[src/rtl/conv_seq_pkg.sv]
// Shared encodings for the conv window sequencer: FSM states, flag-bundle layout, window half-size.
package conv_seq_pkg;

  localparam logic [2:0] ST_IDLE  = 3'd0;
  localparam logic [2:0] ST_FLOAD = 3'd1;
  localparam logic [2:0] ST_FCHG  = 3'd2;
  localparam logic [2:0] ST_RUN   = 3'd3;
  localparam logic [2:0] ST_DRAIN = 3'd4;
  localparam logic [2:0] ST_DONE  = 3'd5;

  localparam int unsigned FLG_FIRST_ROW = 0;
  localparam int unsigned FLG_LAST_ROW  = 1;
  localparam int unsigned FLG_FIRST_COL = 2;
  localparam int unsigned FLG_LAST_COL  = 3;
  localparam int unsigned FLG_W         = 4;

  // Rows above/below the centre row in a K-row window.
  function automatic int unsigned k_half(input int unsigned k);
    return (k - 1) / 2;
  endfunction

endpackage

[src/rtl/seq_delay_line.sv]
// Fixed-depth shift register that realigns sideband signals to the PE pipeline.
module seq_delay_line #(
  parameter int unsigned WIDTH = 1,
  parameter int unsigned DEPTH = 1
) (
  input  logic             clk,
  input  logic             rstn,
  input  logic [WIDTH-1:0] din,
  output logic [WIDTH-1:0] dout
);

  logic [WIDTH-1:0] stage [DEPTH];

  always_ff @(posedge clk or negedge rstn) begin
    if (!rstn) begin
      for (int i = 0; i < int'(DEPTH); i++) stage[i] <= '0;
    end else begin
      stage[0] <= din;
      for (int i = 1; i < int'(DEPTH); i++) stage[i] <= stage[i-1];
    end
  end

  assign dout = stage[DEPTH-1];

endmodule

[src/rtl/conv_window_sequencer.sv]
// Per-pass sequencer: filter load, filter swap, raster sweep with edge zero-padding,
// and pipeline-aligned edge flags / cal_start for one conv_pe.
module conv_window_sequencer
  import conv_seq_pkg::*;
#(
  parameter int unsigned K          = 3,
  parameter int unsigned IFM_DW     = 32,
  parameter int unsigned W_SIZE     = 10,
  parameter int unsigned N_FLOAD    = 4,
  parameter int unsigned W_FIDX     = 2,
  parameter int unsigned FLAG_DELAY = 2,
  parameter int unsigned CAL_LAG    = 3
) (
  input  logic                clk,
  input  logic                rstn,
  input  logic                i_start,
  input  logic [W_SIZE-1:0]   i_cfg_width,
  input  logic [W_SIZE-1:0]   i_cfg_height,
  input  logic                i_stall,
  output logic                o_rd_en,
  output logic [W_SIZE-1:0]   o_rd_row,
  output logic [W_SIZE-1:0]   o_rd_col,
  input  logic [K*IFM_DW-1:0] i_rd_data,
  output logic [K*IFM_DW-1:0] o_ifm_flat,
  output logic                o_vld,
  output logic                o_is_first_row,
  output logic                o_is_last_row,
  output logic                o_is_first_col,
  output logic                o_is_last_col,
  output logic                o_load_filter,
  output logic [W_FIDX-1:0]   o_load_idx,
  output logic                o_change_filter,
  output logic                o_data_run,
  output logic                o_cal_start,
  output logic                o_busy,
  output logic                o_done
);

  localparam int unsigned HALF      = k_half(K);
  localparam int unsigned DRAIN_LEN = 1 + CAL_LAG + FLAG_DELAY;
  localparam int unsigned DCW       = $clog2(DRAIN_LEN + 1);
  localparam int unsigned RW        = W_SIZE + 1;

  logic [2:0]          state, next_state;
  logic                armed;
  logic                issue_c;
  logic                last_pos_c;
  logic [W_SIZE-1:0]   width, height, row, col;
  logic [W_FIDX-1:0]   fidx;
  logic [DCW-1:0]      dcnt;
  logic [FLG_W-1:0]    flags_c, rd_flags, flags_dly;
  logic [K*IFM_DW-1:0] pad_c;

  assign last_pos_c = (row == height - W_SIZE'(1)) && (col == width - W_SIZE'(1));

  // Next state and issue decision.
  always_comb begin
    next_state = state;
    issue_c    = 1'b0;
    case (state)
      ST_IDLE:  if (i_start && armed) next_state = ST_FLOAD;
      ST_FLOAD: if (fidx == W_FIDX'(N_FLOAD - 1)) next_state = ST_FCHG;
      ST_FCHG:  next_state = ((width == '0) || (height == '0)) ? ST_DRAIN : ST_RUN;
      ST_RUN: begin
        if (!i_stall) begin
          issue_c = 1'b1;
          if (last_pos_c) next_state = ST_DRAIN;
        end
      end
      ST_DRAIN: if (dcnt == DCW'(DRAIN_LEN - 1)) next_state = ST_DONE;
      ST_DONE:  next_state = ST_IDLE;
      default:  next_state = ST_IDLE;
    endcase
  end

  // Edge flags of the position being issued this cycle.
  always_comb begin
    flags_c                = '0;
    flags_c[FLG_FIRST_ROW] = (row == '0);
    flags_c[FLG_LAST_ROW]  = (row == height - W_SIZE'(1));
    flags_c[FLG_FIRST_COL] = (col == '0);
    flags_c[FLG_LAST_COL]  = (col == width - W_SIZE'(1));
  end

  // Zero window slots whose source row falls outside the frame.
  always_comb begin
    pad_c = i_rd_data;
    for (int j = 0; j < int'(K); j++) begin
      if ((({1'b0, o_rd_row} + RW'(j)) < RW'(HALF)) ||
          (({1'b0, o_rd_row} + RW'(j)) >= ({1'b0, height} + RW'(HALF))))
        pad_c[j*IFM_DW +: IFM_DW] = '0;
    end
  end

  // armed blocks an i_start coinciding with reset release.
  always_ff @(posedge clk or negedge rstn) begin
    if (!rstn) begin
      state <= ST_IDLE;
      armed <= 1'b0;
    end else begin
      state <= next_state;
      armed <= 1'b1;
    end
  end

  always_ff @(posedge clk or negedge rstn) begin
    if (!rstn) begin
      width  <= '0;
      height <= '0;
      row    <= '0;
      col    <= '0;
      fidx   <= '0;
      dcnt   <= '0;
    end else begin
      if ((state == ST_IDLE) && (next_state == ST_FLOAD)) begin
        width  <= i_cfg_width;
        height <= i_cfg_height;
        row    <= '0;
        col    <= '0;
      end
      fidx <= (state == ST_FLOAD) ? fidx + W_FIDX'(1) : '0;
      dcnt <= (state == ST_DRAIN) ? dcnt + DCW'(1) : '0;
      if (issue_c) begin
        if (col == width - W_SIZE'(1)) begin
          col <= '0;
          row <= row + W_SIZE'(1);
        end else begin
          col <= col + W_SIZE'(1);
        end
      end
    end
  end

  always_ff @(posedge clk or negedge rstn) begin
    if (!rstn) begin
      o_rd_en         <= 1'b0;
      o_rd_row        <= '0;
      o_rd_col        <= '0;
      rd_flags        <= '0;
      o_vld           <= 1'b0;
      o_ifm_flat      <= '0;
      o_load_filter   <= 1'b0;
      o_load_idx      <= '0;
      o_change_filter <= 1'b0;
      o_data_run      <= 1'b0;
      o_busy          <= 1'b0;
      o_done          <= 1'b0;
    end else begin
      o_rd_en  <= issue_c;
      rd_flags <= issue_c ? flags_c : '0;
      if (issue_c) begin
        o_rd_row <= row;
        o_rd_col <= col;
      end
      o_vld <= o_rd_en;
      if (o_rd_en) o_ifm_flat <= pad_c;
      o_load_filter   <= (state == ST_FLOAD);
      o_load_idx      <= (state == ST_FLOAD) ? fidx : '0;
      o_change_filter <= (state == ST_FCHG);
      o_busy          <= (state != ST_IDLE);
      o_done          <= (state == ST_DONE);
      // Outside RUN, a beat with no read behind it is the final one.
      if (issue_c) o_data_run <= 1'b1;
      else if (o_vld && !o_rd_en && (state != ST_RUN)) o_data_run <= 1'b0;
    end
  end

  seq_delay_line #(.WIDTH(FLG_W), .DEPTH(1 + FLAG_DELAY)) u_flag_dly (
    .clk  (clk),
    .rstn (rstn),
    .din  (rd_flags),
    .dout (flags_dly)
  );

  seq_delay_line #(.WIDTH(1), .DEPTH(CAL_LAG)) u_cal_dly (
    .clk  (clk),
    .rstn (rstn),
    .din  (o_vld),
    .dout (o_cal_start)
  );

  assign o_is_first_row = flags_dly[FLG_FIRST_ROW];
  assign o_is_last_row  = flags_dly[FLG_LAST_ROW];
  assign o_is_first_col = flags_dly[FLG_FIRST_COL];
  assign o_is_last_col  = flags_dly[FLG_LAST_COL];

endmodule

[config.mk]
export PLATFORM = sky130hd
export DESIGN_NAME = conv_window_sequencer
export DESIGN_NICKNAME = d
export VERILOG_FILES = /design/src/rtl/conv_seq_pkg.sv /design/src/rtl/seq_delay_line.sv /design/src/rtl/conv_window_sequencer.sv
export SDC_FILE = /design/constraint.sdc
export NUM_CORES = 1
export LEC_CHECK = 0
export ABC_AREA = 1
export ABC_CLOCK_PERIOD_IN_PS = 6200
export CAP_MARGIN = 20
export CELL_PAD_IN_SITES_DETAIL_PLACEMENT = 0
export CELL_PAD_IN_SITES_GLOBAL_PLACEMENT = 1
export CORE_AREA = 2 2 165 167
export DETAILED_ROUTE_END_ITERATION = 10
export DIE_AREA = 0 0 167 169
export PLACE_DENSITY_LB_ADDON = 0.1
export SYNTH_ARGS = -nofsm -noshare
export SYNTH_HDL_FRONTEND = slang
export SYNTH_SLANG_ARGS = --single-unit
[constraint.sdc]
create_clock -name clk -period 6.2 [get_ports clk]
set_clock_uncertainty 0.05 [all_clocks]
set_input_delay 1.24 -clock clk [delete_from_list [all_inputs] [get_ports clk]]
set_output_delay 1.24 -clock clk [all_outputs]
set_load 0.1 [all_outputs]
==> metrics.md <==
| Metric | Value |
|---|---|
| WS Path Type | register to register |
| FFs w/ async S/R, synth | 100% |
| Element type at the critical path end | register |
| CTS max path bufs | 2 |
| H-tree Lvls | 4 |
| Number of nets at the end of the flow | 1673 |
| Setup repair after global routing missed its margin | false |
| Die span in x | 167 um |
| Global-route usage over all layers | 20.2% |
| Portion of netlist area occupied by mux cells | 0.324% |
| DRC viols | 0 |
| Setup TNS | 0 ps |
| Worst max-slew margin expressed relative to the limit | 27.9% |
| Final weighted congestion in routability-driven placement | 0.846 |
| Design area | 0.0138 mm^2 |
| Tmin final | 3680 ps |
| Vias | 9074 |
| Mapped Nets | 1449 |
| Required time worst endpoint | 6470 ps |
| Critical path's largest stage delay | 710 ps |
| Critical path cell sequence | inv_1 -> nor3_1 -> nand4_1 -> nor2_1 -> nand3_1 -> xor2_1 -> ha_1 -> nand4_1 -> nand3_1 -> nor2_1 -> nand3_2 -> o21ai_0 |
| Clock tree from TritonCTS | done |
| Number of buffers and inverters on the critical path | 1 |
| Setup bufs post-CTS | 0 |
| Resize count post-CTS | 0 |
| Num rows | 60 |
| Clock Sink Count | 193 |
| Cell Pwr Density | 244 mW/mm^2 |
| Total detailed-routing wirelength | 28.5 mm |
| Number of buffers inserted for hold repair after clock tree synthesis | 0 |
| Combinational family with the most area after synthesis | simple AND/OR/NAND/NOR gates |
| Maximum number of pins on one net before global-route repair | 130 |
| Switching pwr | 0.00121 W |
| Initial cell density of the core | 39.3% |
| Result of the run | finished clean |
| Area fraction in compound gates after synthesis | 6.90% |
| Worst-case setup slack after placement | 2490 ps |
| CORE AREA | 0.0265 mm^2 |
| Area enclosed by the die boundary | 0.0282 mm^2 |
| Antenna Diode Count | 0 |
| Number of buffers inserted by port buffering | 249 |
| Synthesized area | 0.0104 mm^2 |
| Post-DP HPWL | 20.0 mm |
| Via count of the first global-routing pass | 8840 |
| Worst Path Max Fanout | 32 |
| Final Hold Violating Endpoints | 0 |
| Combinational cell fraction of total power | 25.5% |
| Max-cap viol count | 0 |
| Number of setup violations in the final report | 0 |
| Number of iterations in the first detailed-routing pass | 5 |
| Utilization after layout | 52.1% |
| Fraction of final layout cells with drive strength greater than 1 | 8.28% |
| Initial DRC count | 698 |
| Synthesis-stage register bit count | 193 |
| Clock edge transition at the registers on the reported setup and hold paths | 70 ps |
| Post-synthesis sequential area ratio | 46.3% |
| DIE HEIGHT | 169 um |
| Leakage component of the power | 6.81 nW |
| Post-route ant nets | 0 |
| Final worst path period share | 59.4% |
| CTS root buf | sky130_fd_sc_hd__clkbuf_16 |
| Number of clock buffers inserted by TritonCTS | 17 |
| Hold crit path type | register to register |
| Wire per inst | 15.3 um |
| Kind of cell adding the most delay to the critical path | simple AND/OR/NAND/NOR gates |
| Clock power share | 33.1% |
| Simple-gate portion of the synthesized area | 30.9% |
| Yosys warning count | 0 |
| Slew at the pin with the worst max-slew slack | 1080 ps |
| Count of pins over their slew limit | 0 |
| Max VDD drop | 0.000176 V |
| Source-to-sink clock delay at the later pin of the worst-skew pair | 430 ps |
| Cells after Synth | 1284 |
| Number of synthesized flops with an enable pin | 0 |
| Number of distinct library cells after synthesis | 38 |
| Arrival time at the worst endpoint | 3950 ps |
| Vias per inst | 4.87 |
| Switching share of power | 35.8% |
| Power share of the sequential group | 41.4% |
| Total design power | 0.00337 W |
| Mapped Avg Cell Area | 8.12 um^2 |
| Slowest CP cell | sky130_fd_sc_hd__nand3_2 |
| First-pass GRT wire length | 46.4 mm |
| Internal power consumption | 0.00216 W |
| Adder-cell share of the synthesized area | 5.40% |
| Maximum achievable frequency | 271 MHz |
| Post-route setup slack | 2520 ps |
| Top FF cell, synth | sky130_fd_sc_hd__dfrtp_1 |
| Placement Cell Area | 0.0132 mm^2 |
| Grt ovf | 0 |
| Count of boundary I/O pins | 250 |
| Layout overhead on the synthesized area | 32.4% |
| Post-synthesis xor/xnor area fraction | 3.07% |
| Type of origin of the critical path | register |
| Number of antenna violations at the first check in global routing | 0 |
[placed cells by master (no fill, tap or decap), types with 2 or more instances in the layout]
master                              n
sky130_fd_sc_hd__or2_2              2
sky130_fd_sc_hd__ha_1              45
sky130_fd_sc_hd__nor2_1           103
sky130_fd_sc_hd__inv_1            122
sky130_fd_sc_hd__nor2_2             4
sky130_fd_sc_hd__nand2_2            2
sky130_fd_sc_hd__a21oi_1           34
sky130_fd_sc_hd__nand3b_1          34
sky130_fd_sc_hd__xor2_1            28
sky130_fd_sc_hd__nor2_4             4
sky130_fd_sc_hd__o21ai_0           37
sky130_fd_sc_hd__buf_12             3
sky130_fd_sc_hd__nand3_1           59
sky130_fd_sc_hd__clkinvlp_4         2
sky130_fd_sc_hd__inv_2              4
sky130_fd_sc_hd__mux2_2             3
sky130_fd_sc_hd__clkdlybuf4s50_1  248
sky130_fd_sc_hd__o21ai_2           26
sky130_fd_sc_hd__xnor2_1            6
sky130_fd_sc_hd__nand4_1           17
sky130_fd_sc_hd__nand3_2           35
sky130_fd_sc_hd__buf_4              5
sky130_fd_sc_hd__o21ai_1            6
sky130_fd_sc_hd__o2111ai_1          2
sky130_fd_sc_hd__nor3_1            16
sky130_fd_sc_hd__dfrtp_1          192
sky130_fd_sc_hd__inv_8              3
sky130_fd_sc_hd__clkbuf_8           3
sky130_fd_sc_hd__clkinv_4           2
sky130_fd_sc_hd__inv_6              3
sky130_fd_sc_hd__o22ai_1            9
sky130_fd_sc_hd__nand2_1          428
sky130_fd_sc_hd__nor4_1             4
sky130_fd_sc_hd__nor3_2             3
sky130_fd_sc_hd__clkbuf_16         17
[routing by layer]
layer	global-route usage [%]	part of all wire (%)	vias up
met3	4.09	5.4	28
met1	27.3	46	4290
li1	-	-	4525
met4	5.88	1.7	0
met2	32.9	47	231
met5	0	0	-
[synth_stat cells (2+ instances only)]
cell,n,area share [%]
sky130_fd_sc_hd__nand2_1,428,15
sky130_fd_sc_hd__dfrtp_1,193,46
sky130_fd_sc_hd__inv_1,122,4.4
sky130_fd_sc_hd__nor2_1,105,3.8
sky130_fd_sc_hd__nand3_1,59,2.8
sky130_fd_sc_hd__ha_1,45,5.4
sky130_fd_sc_hd__o21ai_0,37,1.8
sky130_fd_sc_hd__nand3_2,35,3.4
sky130_fd_sc_hd__a21oi_1,34,1.6
sky130_fd_sc_hd__nand3b_1,34,2.4
sky130_fd_sc_hd__clkbuf_1,32,1.2
sky130_fd_sc_hd__xor2_1,28,2.4
sky130_fd_sc_hd__o21ai_2,26,2.2
sky130_fd_sc_hd__nand4_1,17,1.0
sky130_fd_sc_hd__nor3_1,16,0.77
sky130_fd_sc_hd__buf_2,10,0.48
sky130_fd_sc_hd__o22ai_1,9,0.54
sky130_fd_sc_hd__buf_6,6,0.65
sky130_fd_sc_hd__o21ai_1,6,0.29
sky130_fd_sc_hd__xnor2_1,6,0.50
sky130_fd_sc_hd__inv_2,4,0.14
sky130_fd_sc_hd__nor4_1,4,0.24
sky130_fd_sc_hd__mux2_2,3,0.32
sky130_fd_sc_hd__nor2_2,3,0.18
sky130_fd_sc_hd__nor2_4,3,0.32
sky130_fd_sc_hd__nor3_2,3,0.29
sky130_fd_sc_hd__buf_1,2,0.072
sky130_fd_sc_hd__nand2_2,2,0.12
sky130_fd_sc_hd__o2111ai_1,2,0.17
sky130_fd_sc_hd__or2_2,2,0.12
[sequential cells by signal, summed over array words and instances, names as in the netlist, 2 cells and up]
signal and cells:
height 10, dcnt 3, o_load_idx 2, u_flag_dly.dout 4, col 10, o_rd_row 10
u_cal_dly.stage 2, state 3, u_flag_dly.stage 8, row 10, width 10, rd_flags 4
o_ifm_flat 96, fidx 2, o_rd_col 10
[logic make-up (layout without fill, tap and decap cells)]
| logic type | count (synthesis) | count (layout) |
|---|---|---|
| compound gates | 118 | 118 |
| xor+xnor | 35 | 35 |
| fa+ha+maj | 45 | 45 |
| buf+inv | 178 | 415 |
| flops | 193 | 193 |
| mux | 3 | 3 |
| other cells | 1 | 1 |
| simple gates | 711 | 711 |
[layout make-up]
type / count / area, um^2
repair buffers: 257 / 2590
multi-input cells: 913 / 4870
inverters: 126 / 473
flip-flops and latches: 193 / 4830
fillers: 2557 / 12700
well taps: 341 / 427
clock buffers: 19 / 453
clock inverters: 13 / 144
[power by group through the flow]
| stage | logic [W] | registers [W] | clock network [W] |
|---|---|---|---|
| floorplan | 0.000169 | 0.00183 | 0 |
| global placement | 0.000862 | 0.00142 | 0 |
| detailed placement | 0.000865 | 0.00142 | 0 |
| CTS | 0.000866 | 0.00140 | 0.00116 |
| global route | 0.000908 | 0.00141 | 0.00120 |
| finish | 0.000859 | 0.00139 | 0.00112 |
[worst paths after layout]
check	to	slack [ps]	depth (start not counted)	startpoint
max	o_ifm_flat[1]$_DFFE_PN0P_	2520	12	height[2]$_DFFE_PN0P_
min	u_cal_dly.stage[1]$_DFF_PN0_	300	0	u_cal_dly.stage[2]$_DFF_PN0_
max reg2reg	o_ifm_flat[1]$_DFFE_PN0P_	2520	12	height[2]$_DFFE_PN0P_
min reg2reg	u_cal_dly.stage[1]$_DFF_PN0_	300	0	u_cal_dly.stage[2]$_DFF_PN0_
max in group asynchronous	o_ifm_flat[29]$_DFFE_PN0P_	4220	2	rstn
min in group asynchronous	o_ifm_flat[73]$_DFFE_PN0P_	730	1	rstn
[worst reg2reg max path: cells and delay by family, from the launching register on]
family	cells	cell delay (ps)
AOI/OAI and AO/OA	1	460
xor gates and xnor gates	1	340
adders and majority gates	1	350
buffers and inverters	1	110
DFF	1	460
and+or+nand+nor	8	1800
[metrics by stage]
step / hold slack (ps) / instances
2_1_floorplan: 281 / 1284
3_3_place_gp: 283 / 1828
3_5_place_dp: 285 / 1829
4_1_cts: 297 / 1861
5_1_grt: 303 / 1862
6_report: 299 / 1862
Note: power is estimated with default switching activity, not from simulation.
